<file path="src/rtl/dcache_wb_dm.sv">
// Direct-mapped, write-back, write-allocate data cache between the core and a slow block memory.
// Define DCACHE_STATS_EN to add the stat_hits / stat_misses counters.
module dcache_wb_dm #(
   parameter int INDEX_W = 3,
   parameter int ADDR_W  = 30
) (
   input  logic                clk,
   input  logic                rst_n,
   input  logic                proc_read,
   input  logic                proc_write,
   input  logic [ADDR_W-1:0]   proc_addr,
   input  logic [31:0]         proc_wdata,
   output logic [31:0]         proc_rdata,
   output logic                proc_stall,
   output logic                mem_read,
   output logic                mem_write,
   output logic [ADDR_W-3:0]   mem_addr,
   output logic [127:0]        mem_wdata,
   input  logic [127:0]        mem_rdata,
   input  logic                mem_ready
`ifdef DCACHE_STATS_EN
   ,
   output logic [31:0]         stat_hits,
   output logic [31:0]         stat_misses
`endif
);

   localparam int TAG_W = ADDR_W - INDEX_W - 2;
   localparam int NB    = 1 << INDEX_W;

   typedef enum logic [1:0] {
      IDLE      = 2'd0,
      WRITEBACK = 2'd1,
      ALLOCATE  = 2'd2
   } state_t;

   state_t                 state_r;
   logic [NB-1:0]          valid_r;
   logic [NB-1:0]          dirty_r;
   logic [TAG_W-1:0]       tag_r  [NB];
   logic [3:0][31:0]       data_r [NB];

   logic [INDEX_W-1:0]     idx_s;
   logic [1:0]             off_s;
   logic [TAG_W-1:0]       tag_s;
   logic                   req_s;
   logic                   hit_s;
   logic                   fill_s;
   logic                   store_s;

   assign idx_s = proc_addr[INDEX_W+1:2];
   assign off_s = proc_addr[1:0];
   assign tag_s = proc_addr[ADDR_W-1:INDEX_W+2];
   assign req_s = proc_read | proc_write;

   // Lookup, stall and load data; a simultaneous read+write is a store, so no load data.
   always_comb begin
      hit_s      = 1'b0;
      proc_rdata = 32'd0;
      fill_s     = 1'b0;
      store_s    = 1'b0;
      if ((state_r == IDLE) && valid_r[idx_s] && (tag_r[idx_s] == tag_s)) begin
         hit_s = 1'b1;
      end else begin
         hit_s = 1'b0;
      end
      proc_stall = req_s & ~hit_s;
      if (proc_read && !proc_write && hit_s) begin
         proc_rdata = data_r[idx_s][off_s];
      end else begin
         proc_rdata = 32'd0;
      end
      if (rst_n && (state_r == ALLOCATE) && mem_ready) begin
         fill_s = 1'b1;
      end else begin
         fill_s = 1'b0;
      end
      if (rst_n && hit_s && proc_write) begin
         store_s = 1'b1;
      end else begin
         store_s = 1'b0;
      end
   end

   // Tag and data arrays: refill a whole block or merge one stored word; never reset.
   always_ff @(posedge clk) begin
      if (fill_s) begin
         data_r[idx_s] <= mem_rdata;
         tag_r[idx_s]  <= tag_s;
      end else if (store_s) begin
         data_r[idx_s][off_s] <= proc_wdata;
      end
   end

   // Miss FSM with registered memory-side outputs; tag/index always come from the live request.
   always_ff @(posedge clk) begin
      if (!rst_n) begin
         state_r   <= IDLE;
         valid_r   <= '0;
         dirty_r   <= '0;
         mem_read  <= 1'b0;
         mem_write <= 1'b0;
         mem_addr  <= '0;
         mem_wdata <= 128'd0;
      end else begin
         case (state_r)
            IDLE: begin
               if (req_s && hit_s) begin
                  if (proc_write) begin
                     dirty_r[idx_s] <= 1'b1;
                  end
               end else if (req_s) begin
                  if (valid_r[idx_s] && dirty_r[idx_s]) begin
                     state_r   <= WRITEBACK;
                     mem_write <= 1'b1;
                     mem_addr  <= {tag_r[idx_s], idx_s};
                     mem_wdata <= data_r[idx_s];
                  end else begin
                     state_r  <= ALLOCATE;
                     mem_read <= 1'b1;
                     mem_addr <= {tag_s, idx_s};
                  end
               end
            end
            WRITEBACK: begin
               if (mem_ready) begin
                  state_r        <= ALLOCATE;
                  mem_write      <= 1'b0;
                  mem_read       <= 1'b1;
                  mem_addr       <= {tag_s, idx_s};
                  dirty_r[idx_s] <= 1'b0;
               end
            end
            ALLOCATE: begin
               if (mem_ready) begin
                  state_r        <= IDLE;
                  mem_read       <= 1'b0;
                  valid_r[idx_s] <= 1'b1;
                  dirty_r[idx_s] <= 1'b0;
               end
            end
            default: begin
               state_r   <= IDLE;
               mem_read  <= 1'b0;
               mem_write <= 1'b0;
            end
         endcase
      end
   end

`ifdef DCACHE_STATS_EN
   // Hit/miss counters; a miss is counted only on its IDLE cycle, the post-fill cycle counts as a hit.
   always_ff @(posedge clk) begin
      if (!rst_n) begin
         stat_hits   <= 32'd0;
         stat_misses <= 32'd0;
      end else if (state_r == IDLE) begin
         if (req_s && hit_s) begin
            stat_hits <= stat_hits + 32'd1;
         end else if (req_s) begin
            stat_misses <= stat_misses + 32'd1;
         end
      end
   end
`endif

endmodule

</file>
<file path="config.mk">
export PLATFORM = sky130hd
export DESIGN_NAME = dcache_wb_dm
export DESIGN_NICKNAME = d
export VERILOG_FILES = /design/src/rtl/dcache_wb_dm.sv
export SDC_FILE = /design/constraint.sdc
export NUM_CORES = 2
export LEC_CHECK = 0
export BUFFER_PORTS_ARGS = -buffer_cell sky130_fd_sc_hd__buf_2
export CORE_ASPECT_RATIO = 0.7
export CORE_MARGIN = 4
export CORE_UTILIZATION = 40
export DETAILED_ROUTE_END_ITERATION = 10
export GPL_TIMING_DRIVEN = 0
export PLACE_DENSITY_LB_ADDON = 0.12
export SKIP_LAST_GASP = 1
export SLEW_MARGIN = 20
export SYNTH_ARGS = -nofsm -noshare
export SYNTH_HDL_FRONTEND = slang
export SYNTH_SLANG_ARGS = --single-unit
</file>
<file path="constraint.sdc">
create_clock -name clk -period 7.89 [get_ports clk]
set_input_delay 0.3945 -clock clk [delete_from_list [all_inputs] [get_ports clk]]
set_output_delay 0.3945 -clock clk [all_outputs]
set_load 0.02 [all_outputs]
</file>
* Yosys cells after proc, flatten, opt, wreduce, memory -nomap -nowiden
Memories as Yosys holds them, arrays and structs flattened. Cells that the tools add are included.
Operators by class: magnitude comparators 4, equality and inequality tests 12, muxes and demuxes 172, bitwise gates (word level) 137, reductions and logical operators 24
Operator list (count):
- 1-bit two-way mux | 146
- 1-bit bitwise OR | 129
- 128-bit two-way mux | 1
- 28-bit two-way mux | 4
- 32-bit two-way mux | 3
- 32-bit binary-select mux with 2-bit select | 1
- 32-bit demux with 2-bit select | 1
- 28-bit case mux with 2 select lines | 1
- 25-bit equality test | 1
- 8-bit two-way mux | 3
- 8-bit bitwise OR | 2
- 8-bit case mux with 2 select lines | 1
- 4-bit AND reduction | 4
- 1-bit logical AND | 12
- 2-bit inequality test (second input constant) | 6
- 2-bit two-way mux | 5
- 5-bit AND reduction | 2
- 8-bit AND | 1
- 8-bit NOT | 1
- 1-bit binary-select mux with 3-bit select | 2
- 2-bit by 1-bit inequality test with 1-bit output (second input constant) | 3
- 1-bit case mux with 3 select lines | 2
- 2-bit case mux with 3 select lines | 1
- 3-bit by 4-bit < comparator with 1-bit output (second input constant) | 1
- 13 further kinds | 16
Word-level totals: register bits after elaboration 176, memory bits (writable) 1224, input bits 195, output and inout bits 191, word-level logic and storage cells 358, memories kept 2
Memory list:
- data_r | words 8, bits a word 128, rd ports 1, clocked after Yosys merged registers in 0, write ports 1, RTL line 41 | logic [3:0][31:0] data_r [NB];
- tag_r | words 8, bits a word 25, rd ports 1, clocked after Yosys merged registers in 0, write ports 1, RTL line 40 | logic [TAG_W-1:0] tag_r [NB];

* Depth between registers and ports, before layout
depth after elaboration 12, depth in mapped cells 16, depth with buffers taken out 8

* Worst setup path after synthesis
No wires, ideal clock.
kind input-to-reg, start in proc_addr[4], end mem data_r[0][100] (netlist bit), enable pin, setup time 0.432 ns, arrival time 4.264 ns, data required time 7.458 ns, path slack 3.194 ns, stages 12, path buffers 4, cells stage by stage buf_2 buf_1 mux4_2 mux2i_4 xor2_1 nand3_1 nor4_2 and4_1 buf_6 nand3_4 buf_2 a21oi_1
Between the ends: longest elaborated chain between the ends 12, elaborated cells between the ends (all ways) 14, those cells by class eq/ne (1); mux (7); bitwise (1); reduce/logical (4); memory (1)
RTL lines:
- start, declared | RTL line 11 | input logic [ADDR_W-1:0] proc_addr,
- branches (longest 12 deep; another with memory 8 x 25 bit)
- end, declared | RTL line 41
Several ways; the timed one is not identified. The select of a mux whose other input is x is not followed.

* Final worst setup path
start in proc_addr[3], end out proc_rdata[26]
Between the ends: longest elaborated chain between the ends 7, elaborated cells between the ends (all ways) 12, those cells by class eq/ne (1); mux (6); reduce/logical (3); memory (2)
RTL lines:
- branches (longest 6 deep; another with memory 8 x 25 bit)
- 32-bit two-way mux (*) | RTL line 68 | if (proc_read && !proc_write && hit_s) begin
- end, declared | RTL line 13 | output logic [31:0] proc_rdata,
Every way passes the cells marked *. The select of a mux whose other input is x is not followed.

==> results.toml <==
[outcome]
status = "complete, no violations"

[detailed_routing]
drt_iter0_drc = 6270
vias_per_cell = 6.36
dr.pass1.iters = 6
routedWlPerCell_um = 39.5
num_vias = 37600
drt-total-wl_um = 233000
drtAntennaViolNets = 0
drc_errors = 0

[die]
initial_core_util_pct = 40.4
die_w_um = 451
die-area_um2 = 144000
rows = 113
die_h_um = 318
core_um2 = 136000
ios = 386

[cts]
cts_buffer_depth = 3
cts_max_level = 4
cts_root_buf = "clkbuf_16"
cts_tree = "done"
postCtsSetupBuffers = 0
clock_sinks = 1400
clk_pin_slew_ns = 0.06
clkLatencyLatePin_ns = 0.81
cts_buffers = 139

[global_routing]
grt_max_degree = 18
track_usage_pct = 31.7
grt_pass1_wl_um = 308000
grt_pass1_vias = 34200
antenna_found_initial = 44
grt.overflow.total = 0

[critical_path]
crit_family = "buffers and inverters"
cp.depth = 11
arrival_ns = 5.78
crit_fanout = 10
r2r_cells = 12
cp_num_buf_inv = 7
criticalPathCategory = "in -> out"
cp_slowest_cell = "buf_1"
crit_chain = "buf_2 > buf_2 > buf_1 > buf_1 > buf_1 > clkbuf_1 > a221oi_1 > o21ai_0 > o211ai_1 > a21oi_1 > buf_2"
cp-end-kind = "primary output"
worstPathRequired_ns = 7.50
start_kind = "primary input"
cp_slowest_stage_delay_ns = 0.95

[job]
drv_cap = 0

[final_layout]
final_layout_size_suffix_gt1_share_pct = 25.2
nets = 4155
n_fill_cell = 11700
post-route-util_pct = 48.7
synthToLayoutAreaGrowth_pct = 20.6

[power_and_ir_drop]
total_power_w = 0.0159
ir_worst_vdd_mv = 0.184
p_per_area_nw_per_um2 = 240
power.leakage_nw = 22.0

[min_path]
holdPathStages = 2
hold_path.class = "in -> reg"

[logic_synthesis]
synth-compound-area-share_pct = 11.2
yosysSeqAreaShare_pct = 73.2
synthMuxAreaShare_pct = 8.38
synth_xor_area_share_pct = 0.159
yosysTopAreaCellShare_pct = 66.8
async_reset_ff_share_pct = 0
post-synth-top-count-cell = "edfxtp_1"
synth_top_area_cell = "edfxtp_1"
synth_cell_type_count = 68
synth_ff_type = "edfxtp_1"
synth_edf_count = 1224
synth-simple-area-share_pct = 4.74
postSynthCellCount = 3319
yosys_warnings = 0
synth_area_leaders = "edfxtp_1 67%, dfxtp_1 6.4%, a22oi_1 4.2%"
ys_ff_latch = 1400
synthAdderAreaFrac_pct = 0.0682
avgSynthCellArea_um2 = 16.6
syn_area_um2 = 55000
synth_top_family_by_area = "compound AO/OA/AOI/OAI gates"
synthTopCellsByCount = "1224 x edfxtp_1, 309 x a22oi_1, 230 x nand2_1"
synth_nets = 3517

[timing]
clock_skew_ns = 0.0451
period_needed_ns = 6.18
setup_viol = 0
drv_slew = 0
hold_slack_ns = 0.0589
rsz0062_at_grt = "false"
max_slew_margin_pct = 16.5
setup-tns-final_ns = 0
finalCritPeriodShare_pct = 78.3
timing.fmax_mhz = 162
hold_violations = 0
tightest_slew_ns = 1.25

[place]
gp_congestion = 0.955
dp_hpwl_um = 172000
port_buffers = 384
state kept, by name, summed over array words and instances, names as in the netlist, named ones only:
name and cells:
mem_addr 28, data_r 1024, mem_wdata 128, tag_r 200, valid_r 8, state_r 2
mem_read 1, mem_write 1
layout by cell type, fill, tap and decap left out, drive strengths merged, types with 90 or more instances in the layout:
| cell type | netlist | routed |
|---|---|---|
| a221oi | 90 | 90 |
| a22oi | 309 | 309 |
| buf | 132 | 603 |
| clkbuf | 117 | 300 |
| dfxtp | 176 | 176 |
| edfxtp | 1224 | 1224 |
| mux2 | 226 | 226 |
| nand2 | 231 | 231 |
| nor2 | 103 | 103 |
| o221a | 126 | 126 |
stage by stage:
| step | area (µm²) | worst slack, ns | std cells |
|---|---|---|---|
| 2_1_floorplan | 55000 | 3.19 | 3319 |
| 3_5_place_dp | 61700 | 2.08 | 5627 |
| 6_report | 66300 | 1.71 | 5915 |
| 4_1_cts | 66200 | 2.08 | 5895 |
| 5_1_grt | 66300 | 1.82 | 5902 |
| 3_3_place_gp | 59200 | -1.06 | 5543 |
power breakdown:
| group | switching (W) | internal (W) |
|---|---|---|
| Sequential | 0.0000206 | 0.00811 |
| Clock | 0.00291 | 0.00355 |
| Combinational | 0.000946 | 0.000360 |
path summary, 6_finish.rpt:
kind / slack (ns) / start / end
setup / recovery: 1.71 / proc_addr[3] / proc_rdata[26]
hold / removal: 0.06 / mem_rdata[17] / data_r[0][17]
setup reg to reg: 3.20 / tag_r[7][20] / data_r[0][22]
hold reg to reg: 0.45 / mem_addr[21] / mem_addr[21]
repair_timing:
| item | in CTS | in global routing |
|---|---|---|
| hold buffers | 26 | 0 |
| gates resized for setup | 0 | 0 |
| hold endpoints to repair | 208 | 0 |
worst reg2reg max path, stage by stage, from the launching register on:
cell and delay, ns:
edfxtp_1 0.35, mux4_2 0.50, mux2i_4 0.19, xor2_1 0.43, nand3_1 0.26, nor4_2 0.51, and4_1 0.30, buf_6 0.17
nand3_4 0.18, buf_2 0.38, a21oi_4 0.67, buf_16 0.24, buf_16 0.19
final cells by class:
type,instances,area [µm²],area share [%]
Buffer,249,1250,1.89
Clock inverter,59,499,0.753
Antenna cell,17,42.5,0.0641
Multi-Input combinational cell,1662,14000,21.1
Timing Repair Buffer,497,4200,6.33
Inverter,8,30.0,0.0453
Tap cell,1840,2300,3.47
Clock buffer,183,3730,5.62
Sequential cell,1400,40300,60.7
per-layer routing:
metal	global-route usage [%]	vias up	share of wire, %
met3	10.0	430	13
met4	12.3	10	4.3
li1	-	14800	-
met2	42.9	2664	41
met1	47.1	19700	42
met5	0	-	0.031
logic make-up (layout without fill, tap and decap cells):
logic type,count (synthesis),count (layout)
compound gates,769,769
buf+inv,257,996
simple gates,519,519
fa+ha+maj,3,3
flops,1400,1400
mux,361,361
xor+xnor,10,10
other cells,0,17
Power figures use the tool's default switching activity.
